## src/rtl/rhd_headstage_emulator.sv

```systemverilog
// Cycle-accurate RHD-style headstage SPI slave: oversampled CS/SCLK/MOSI, 16-bit command
// decode, and a two-frame response pipeline driven out on MISO.
`timescale 1ns/1ps
module rhd_headstage_emulator #(
    parameter int NUM_CHANNELS  = 32,
    parameter int STARTING_SEED = 0,
    parameter int SEED_STRIDE   = 1
) (
    input  logic        clk,
    input  logic        rst,
    input  logic        CS,
    input  logic        SCLK,
    input  logic        MOSI,
    output logic        MISO,
    output logic        cmd_valid,
    output logic [15:0] cmd_word,
    output logic        frame_abort,
    output logic [15:0] frame_count
);

    localparam logic [1:0] ST_IDLE  = 2'd0;
    localparam logic [1:0] ST_SHIFT = 2'd1;
    localparam logic [1:0] ST_DONE  = 2'd2;
    localparam int         NUM_REGS = 22;

    function automatic logic [15:0] seed_of(input int c);
        seed_of = 16'(STARTING_SEED + c * SEED_STRIDE);
    endfunction

    function automatic logic [7:0] rom_byte(input logic [5:0] a);
        case (a)
            6'd40:   rom_byte = 8'h49;
            6'd41:   rom_byte = 8'h4E;
            6'd42:   rom_byte = 8'h54;
            6'd43:   rom_byte = 8'h41;
            6'd44:   rom_byte = 8'h4E;
            6'd60:   rom_byte = 8'h01;
            6'd63:   rom_byte = 8'h01;
            default: rom_byte = 8'h00;
        endcase
    endfunction

    // Stage [0] is the metastability flop, [1] the synchronized value, [2] its previous value.
    logic [2:0]  cs_pipe_q, cs_pipe_d, sclk_pipe_q, sclk_pipe_d;
    logic [1:0]  mosi_pipe_q, mosi_pipe_d;
    logic [1:0]  state_q, state_d;
    logic [4:0]  bit_cnt_q, bit_cnt_d;
    logic [15:0] rx_q, rx_d, tx_q, tx_d;
    logic        miso_q, miso_d, cmd_valid_q, cmd_valid_d, frame_abort_q, frame_abort_d;
    logic [15:0] cmd_word_q, cmd_word_d, frame_count_q, frame_count_d;
    logic [15:0] slot0_q, slot0_d, slot1_q, slot1_d;
    logic [15:0] cnt_q [NUM_CHANNELS];
    logic [15:0] cnt_d [NUM_CHANNELS];
    logic [7:0]  regf_q [NUM_REGS];
    logic [7:0]  regf_d [NUM_REGS];

    logic        cs_fall_s, cs_rise_s, sclk_rise_s, sclk_fall_s, mosi_s;
    logic [5:0]  sel_s;
    logic [15:0] cnt_rd_s, resp_s;
    logic [7:0]  reg_rd_s;

    assign cs_fall_s   = cs_pipe_q[2] & ~cs_pipe_q[1];
    assign cs_rise_s   = ~cs_pipe_q[2] & cs_pipe_q[1];
    assign sclk_rise_s = ~sclk_pipe_q[2] & sclk_pipe_q[1];
    assign sclk_fall_s = sclk_pipe_q[2] & ~sclk_pipe_q[1];
    assign mosi_s      = mosi_pipe_q[1];
    assign sel_s       = rx_q[13:8];

    // Channel counter and register lookups addressed by the received word.
    always_comb begin
        cnt_rd_s = 16'h0000;
        reg_rd_s = 8'h00;
        for (int i = 0; i < NUM_CHANNELS; i++) begin
            cnt_rd_s = cnt_rd_s | ((int'(sel_s) == i) ? cnt_q[i] : 16'h0000);
        end
        for (int i = 0; i < NUM_REGS; i++) begin
            reg_rd_s = reg_rd_s | ((int'(sel_s) == i) ? regf_q[i] : 8'h00);
        end
    end

    // Frame FSM, shift registers, decode and response pipeline next-state.
    always_comb begin
        cs_pipe_d     = {cs_pipe_q[1:0], CS};
        sclk_pipe_d   = {sclk_pipe_q[1:0], SCLK};
        mosi_pipe_d   = {mosi_pipe_q[0], MOSI};
        state_d       = state_q;
        bit_cnt_d     = bit_cnt_q;
        rx_d          = rx_q;
        tx_d          = tx_q;
        miso_d        = miso_q;
        cmd_valid_d   = 1'b0;
        frame_abort_d = 1'b0;
        cmd_word_d    = cmd_word_q;
        frame_count_d = frame_count_q;
        slot0_d       = slot0_q;
        slot1_d       = slot1_q;
        cnt_d         = cnt_q;
        regf_d        = regf_q;
        resp_s        = 16'h0000;
        case (state_q)
            ST_IDLE: begin
                miso_d = 1'b0;
                if (cs_fall_s) begin
                    state_d   = ST_SHIFT;
                    bit_cnt_d = 5'd0;
                    rx_d      = 16'h0000;
                    miso_d    = slot0_q[15];
                    tx_d      = {slot0_q[14:0], 1'b0};
                end else begin
                    state_d = ST_IDLE;
                end
            end
            ST_SHIFT: begin
                if (cs_rise_s) begin
                    state_d       = ST_IDLE;
                    miso_d        = 1'b0;
                    frame_abort_d = 1'b1;
                end else if (sclk_rise_s) begin
                    rx_d      = {rx_q[14:0], mosi_s};
                    bit_cnt_d = bit_cnt_q + 5'd1;
                    state_d   = (bit_cnt_q == 5'd15) ? ST_DONE : ST_SHIFT;
                end else if (sclk_fall_s) begin
                    miso_d = tx_q[15];
                    tx_d   = {tx_q[14:0], 1'b0};
                end else begin
                    state_d = ST_SHIFT;
                end
            end
            ST_DONE: begin
                if (cs_rise_s) begin
                    state_d       = ST_IDLE;
                    miso_d        = 1'b0;
                    cmd_valid_d   = 1'b1;
                    cmd_word_d    = rx_q;
                    frame_count_d = frame_count_q + 16'd1;
                    case (rx_q[15:14])
                        2'b00: begin
                            resp_s = cnt_rd_s;
                            for (int i = 0; i < NUM_CHANNELS; i++) begin
                                cnt_d[i] = (int'(sel_s) == i) ? cnt_q[i] + 16'd1 : cnt_q[i];
                            end
                        end
                        2'b01: begin
                            resp_s = 16'h0000;
                            for (int i = 0; i < NUM_CHANNELS; i++) begin
                                cnt_d[i] = (rx_q == 16'h6A00) ? seed_of(i) : cnt_q[i];
                            end
                        end
                        2'b10: begin
                            resp_s = (sel_s <= 6'd21) ? {8'hFF, rx_q[7:0]} : 16'hFF00;
                            for (int i = 0; i < NUM_REGS; i++) begin
                                regf_d[i] = (int'(sel_s) == i) ? rx_q[7:0] : regf_q[i];
                            end
                        end
                        2'b11: begin
                            resp_s = (sel_s <= 6'd21) ? {8'h00, reg_rd_s} : {8'h00, rom_byte(sel_s)};
                        end
                        default: begin
                            resp_s = 16'h0000;
                        end
                    endcase
                    slot0_d = slot1_q;
                    slot1_d = resp_s;
                end else if (sclk_fall_s) begin
                    miso_d = tx_q[15];
                    tx_d   = {tx_q[14:0], 1'b0};
                end else begin
                    state_d = ST_DONE;
                end
            end
            default: begin
                state_d = ST_IDLE;
                miso_d  = 1'b0;
            end
        endcase
    end

    // State registers; reset clears everything and reloads the channel seeds.
    always_ff @(posedge clk or posedge rst) begin
        if (rst) begin
            cs_pipe_q     <= 3'b000;
            sclk_pipe_q   <= 3'b000;
            mosi_pipe_q   <= 2'b00;
            state_q       <= ST_IDLE;
            bit_cnt_q     <= 5'd0;
            rx_q          <= 16'h0000;
            tx_q          <= 16'h0000;
            miso_q        <= 1'b0;
            cmd_valid_q   <= 1'b0;
            frame_abort_q <= 1'b0;
            cmd_word_q    <= 16'h0000;
            frame_count_q <= 16'h0000;
            slot0_q       <= 16'h0000;
            slot1_q       <= 16'h0000;
            for (int i = 0; i < NUM_CHANNELS; i++) cnt_q[i] <= seed_of(i);
            for (int i = 0; i < NUM_REGS; i++) regf_q[i] <= 8'h00;
        end else begin
            cs_pipe_q     <= cs_pipe_d;
            sclk_pipe_q   <= sclk_pipe_d;
            mosi_pipe_q   <= mosi_pipe_d;
            state_q       <= state_d;
            bit_cnt_q     <= bit_cnt_d;
            rx_q          <= rx_d;
            tx_q          <= tx_d;
            miso_q        <= miso_d;
            cmd_valid_q   <= cmd_valid_d;
            frame_abort_q <= frame_abort_d;
            cmd_word_q    <= cmd_word_d;
            frame_count_q <= frame_count_d;
            slot0_q       <= slot0_d;
            slot1_q       <= slot1_d;
            cnt_q         <= cnt_d;
            regf_q        <= regf_d;
        end
    end

    assign MISO        = miso_q;
    assign cmd_valid   = cmd_valid_q;
    assign cmd_word    = cmd_word_q;
    assign frame_abort = frame_abort_q;
    assign frame_count = frame_count_q;

endmodule

```

## config.mk

```make
export PLATFORM = sky130hd
export DESIGN_NAME = rhd_headstage_emulator
export DESIGN_NICKNAME = d
export VERILOG_FILES = /design/src/rtl/rhd_headstage_emulator.sv
export SDC_FILE = /design/constraint.sdc
export NUM_CORES = 2
export LEC_CHECK = 0
export ABC_AREA = 1
export CAP_MARGIN = 20
export CORE_MARGIN = 2
export CORE_UTILIZATION = 60
export CTS_BUF_LIST = sky130_fd_sc_hd__clkbuf_8
export DETAILED_ROUTE_END_ITERATION = 10
export HOLD_SLACK_MARGIN = 0.03
export PLACE_DENSITY = 0.76
export SLEW_MARGIN = 20
export SYNTH_ARGS = -nofsm -noshare
export SYNTH_HDL_FRONTEND = slang
export SYNTH_SLANG_ARGS = --single-unit
```

## constraint.sdc

```tcl
create_clock -name clk -period 43.1 [get_ports clk]
set_clock_uncertainty 0.2 [all_clocks]
set_input_delay 12.93 -clock clk [delete_from_list [all_inputs] [get_ports clk]]
set_output_delay 12.93 -clock clk [all_outputs]
set_load 0.005 [all_outputs]
```

# ---- After elaboration in Yosys (flattened, before gate mapping)
# Index checks and enable logic that the tools add are counted.
dict set report word_totals {
  out_inout_bits 35
  reg_bits 802
  word_cells 469
  in_bits 5
}
dict set report op_classes {
  bitwise_logic 60
  mux 154
  reduce_logical 66
  add_sub_neg 34
  n_eq_ne 86
  n_lt_le_gt_ge 1
}
# cell n
set op_table {}
lappend op_table {{$mux W16} 104}
lappend op_table {{$pmux W512 S2} 1}
lappend op_table {{$add A16 B1 Y16 const B} 33}
lappend op_table {{$or A16 B16 Y16} 31}
lappend op_table {{$mux W8} 24}
lappend op_table {{$or A8 B8 Y8} 21}
lappend op_table {{$reduce_and A5 Y1} 33}
lappend op_table {{$eq A6 B6 Y1 const B} 23}
lappend op_table {{$reduce_and A4 Y1} 23}
lappend op_table {{$ne A2 B2 Y1 const B} 38}
lappend op_table {{$pmux W16 S4} 1}
lappend op_table {{$eq A6 B5 Y1 const B} 8}
lappend op_table {{$pmux W16 S3} 1}
lappend op_table {{$pmux W7 S5} 1}
lappend op_table {{$pmux W16 S2} 1}
lappend op_table {{$eq A6 B4 Y1 const B} 4}
lappend op_table {{$eq A16 B15 Y1 const B} 1}
lappend op_table {{$mux W5} 3}
lappend op_table {{$eq A6 B3 Y1 const B} 2}
lappend op_table {{$mux W2} 6}
lappend op_table {{$pmux W5 S2} 1}
lappend op_table {{$mux W1} 9}
lappend op_table {{$eq A2 B2 Y1 const B} 3}
lappend op_table {{$eq A6 B2 Y1 const B} 1}
lappend op_table {{16 further kinds} 28}

# ---- Logic depth before layout (Yosys ltp)
dict set report depth {
  word_depth 34
  mapped_depth 15
  ltp_nobuf 14
}

# ---- Worst setup path after synthesis
# Ideal clock, no wire load.
dict set report synth_timing {
  kind {flip-flop to output port}
  startpoint {reg frame_count_q[0], in the netlist frame_count[0]}
  endpoint {out frame_count[0]}
  path_stages_with_launch 1
  setup_slack_ps 29567
  t_arrival_ps 403
  required_ps 29970
  path_cell_list {dfrtp_1}
}
# element line_no
set synth_lines {}
lappend synth_lines {{from (decl)} 50} ;# logic [15:0] cmd_word_q, cmd_word_d, frame_count_q, frame_count_d;
lappend synth_lines {{from (signal assigned)} 209} ;# frame_count_q <= frame_count_d;
lappend synth_lines {{to (decl)} 18} ;# output logic [15:0] frame_count
# No word-level cell between the ends.

==> parameters.txt <==
Parameter                              Value

GRT
  Maximum number of pins on one net before global-route repair ... 153
  Initial antenna violation count ... 8
  Via count of the first global-routing pass ... ~43,000
  Wire length of the first global-routing pass ... approximately 270 mm
  Total grt overflow ... 0
  GR Util All Layers ... 44.11%

STA
  Smallest hold slack ... 0.1468 ns
  Final Max Slew Viols ... 0
  Setup violation total in the final timing report ... 0
  Setup repair after global routing missed its margin ... false
  Final count of hold timing violations ... 0
  Minimum clock period after layout ... ~16 ns
  Period utilisation layout ... a little under two fifths
  Setup TNS after final layout ... 0 ns
  Max Fclk ... roughly 63 MHz
  Actual slew at the worst max-slew pin ... approximately 1.0 ns
  Slew margin rel. ... between 30% and 40%

Route
  Post-DRT Antenna Nets ... 0
  Routed wirelength normalized by instance count ... ~24 um
  Via count ... ~48,000
  Number of design-rule violations left by the first detailed-router iteration ... 7,148
  Pre-Repair DR Iteration Count ... 9
  Wire length after detailed routing ... 178.9 mm
  Final routed DRC violation total ... 0
  Routed via count divided by cell count ... roughly 6.3

CTS
  Clock tree from TritonCTS ... yes
  Resize count post-CTS ... 0
  Bufs on Longest Clock Path ... 3
  Clock latency reported for the late side of the worst-skew pair ... 0.85 ns
  CTS HTree Levels ... 4
  Clock Root Buffer ... sky130_fd_sc_hd__clkbuf_8
  Post-CTS Setup Inserts ... 0
  Clock-pin slew reported for the worst setup and hold paths after clock tree synthesis ... about 0.06 ns
  Number of sinks handled by clock tree synthesis ... ~800
  Count of hold-fix buffers inserted at cts ... 0
  Number of buffers inserted during clock tree synthesis ... 145

Finish
  Most common cell after layout, fill and taps aside ... sky130_fd_sc_hd__nand2_1
  Most frequent cells in the layout ... sky130_fd_sc_hd__nand2_1, sky130_fd_sc_hd__nand3_1, sky130_fd_sc_hd__dfrtp_1
  Number of nets in the finished design ... about 6,400
  Share of cells above drive strength 1 ... under 10%
  Layout overhead on the synthesized area ... 8.799%

Pwr
  Max VDD drop ... between 20 and 30 uV
  Total chip power ... 1.595 mW
  Leakage power figure ... between 20 and 25 nW
  Total power divided by cell area ... ~31 nW/um2

Critical path
  Critical path's slowest cell ... sky130_fd_sc_hd__buf_4
  Worst path max stage delay ... 0.82 ns
  Kind of start point of the critical path ... input pin
  Count of buffering cells on the critical path with inverters included ... 5
  Arrival time of the worst setup path ... between 15 and 20 ns
  Startpoint of the worst register-to-register path ... rx_q[10]$_DFFE_PP0P_
  Path type of the worst setup path ... input pin to async pin
  CP delay by family, top ... buffers and inverters
  CP max FO ... between 100 and 150
  Critical Path End Type ... async pin
  Crit path from ... rst
  Cell seen most often among critical-path stages ... sky130_fd_sc_hd__buf_4
  Cells along the critical path ... clkdlybuf4s50_1, inv_8, buf_4, buf_4, buf_4
  Critical path required time ... roughly 44 ns

Logic synthesis
  Mapped cell area ... between 40,000 and 50,000 um2
  Syn Inst Count ... around 6,400
  Share of the yosys chip area belonging to registers ... between 40% and 50%
  Number of distinct library cell variants in the gate-level netlist after synthesis ... 41
  Predominant post-synthesis flop cell ... sky130_fd_sc_hd__dfrtp_1
  Mean Syn Cell Area ... slightly above 7 um2
  Number of flops mapped to enable cells by yosys ... 0
  Cell accounting for the most synthesized area ... sky130_fd_sc_hd__dfrtp_1
  Area share of the largest cell type after synthesis ... 38.54%
  Yosys Warn Count ... 0
  Register bit total from synthesis ... ~800
  Net Count, Synth ... roughly 6,500
  Synth async-reset ratio ... 100.0%
  Top cells by area in the synthesized netlist ... sky130_fd_sc_hd__dfrtp_1, sky130_fd_sc_hd__nand2_1, sky130_fd_sc_hd__nand3_1, sky130_fd_sc_hd__o21ai_0, sky130_fd_sc_hd__dfstp_2

Floorplan
  Horiz. Die Dim ... 283.3 um
  Die Area ... 80,270 um2
  Number of top-level design ports ... 40
  Core outline area ... approximately 77,000 um2
  Placement row count ... around 100
  Initial core utilization ... around three fifths
  Die span in y ... ~280 um

Placed design
  Dpl hpwl ... ~130 mm
  Count of port buffers added during placement ... 39
  Final RePlAce weighted congestion ... between 1 and 1.5

Hold path
  Worst hold path startpoint ... sclk_pipe_q[0]$_DFF_PP0_
  Min-Delay Path Class ... flip-flop to flip-flop

Run
  Max-cap violation count ... 0

Run status
  Result of the run ... finished, final reports clean
-- worst paths after layout --
path	to	slack, ns	depth (start not counted)
min in group asynchronous	cnt_q[336]$_DFFE_PP0P_	12.48	2
hold / removal	sclk_pipe_q[1]$_DFF_PP0_	0.15	0
max in group clk	frame_count[0]	28.13	1
hold reg to reg	sclk_pipe_q[1]$_DFF_PP0_	0.15	0
setup / recovery	regf_q[29]$_DFFE_PP0P_	27.21	5
setup reg to reg	cnt_q[187]$_DFFE_PP0P_	37.86	11
-- kinds of logic after synthesis --
| group | count (synthesis) | share of synthesized area [%] |
|---|---|---|
| AO/OA/AOI/OAI | 865 | 10.18 |
| adder cells (fa/ha/maj) | 39 | 1.042 |
| AND/OR/NAND/NOR | 3616 | 33.83 |
| buffers and inverters | 872 | 7.260 |
| XOR/XNOR | 249 | 4.659 |
| flip-flops | 801 | 43.03 |
-- flip-flops by register name, indices dropped and copies added, names as in the netlist --
register     flops
mosi_pipe_q      2
sclk_pipe_q      3
tx_q            15
cnt_q          512
cmd_valid        1
frame_abort      1
frame_count     16
cmd_word        16
slot1_q         16
MISO             1
rx_q            16
cs_pipe_q        3
bit_cnt_q        5
state_q          2
regf_q         176
slot0_q         16
-- area by class of cell --
| class | instances | area, um2 |
|---|---|---|
| fill | 6901 | 26410 |
| multi-input combinational | 4769 | 23330 |
| sequential | 801 | 20140 |
| clock buffer | 180 | 2477 |
| inverter | 577 | 2178 |
| tap | 1040 | 1301 |
| timing repair buffer | 100 | 900.9 |
| clock inverter | 81 | 568.0 |
| antenna | 11 | 27.53 |
-- Yosys cell counts, drive strengths merged, types with 2 or more instances --
cell and number:
o211ai 7, a31oi 26, ha 39, o22ai 69, a32o 2, buf 106
o21ai 549, and3 23, dfrtp 721, a21oi 104, nor3 192, nor4 90
clkinv 5, or2 18, nor2 540, o31ai 101, dfstp 80, a21o 2
clkbuf 189, xor2 220, nor3b 3, nand3 770, nand4 230, nand3b 26
xnor2 29, inv 572, nand2 1723
-- report_power, final --
part | total [mW] | internal (mW) | switching [mW] | leakage (nW)
clock network | 0.768 | 0.415 | 0.352 | 1.75
registers | 0.768 | 0.763 | 0.00579 | 10.8
logic | 0.0591 | 0.0133 | 0.0457 | 10.1
-- stage by stage --
stage / cell area [um2] / worst slack (ns) / util [%] / instances
floorplan: 46810 / 7.609 / - / 6442
finish: 50930 / 27.21 / 65.85 / 7559
global placement: 47800 / 26.35 / 61.81 / 7285
CTS: 50850 / 27.17 / 65.75 / 7546
detailed placement: 47800 / 26.28 / 61.81 / 7285
global route: 50910 / 26.76 / 65.82 / 7550
-- layer usage --
metal  vias to the layer above  wire length, um  share of wire, %  global-route usage [%]
met3                       598            23090                13                   12.26
met5                         -               57             0.032                       0
met1                     22559            70570                39                   61.55
met4                         8            12190               6.8                   25.69
met2                      3181            73000                41                   61.43
li1                      21458                -                 -                       -
Note: power is estimated with default switching activity, not from simulation.
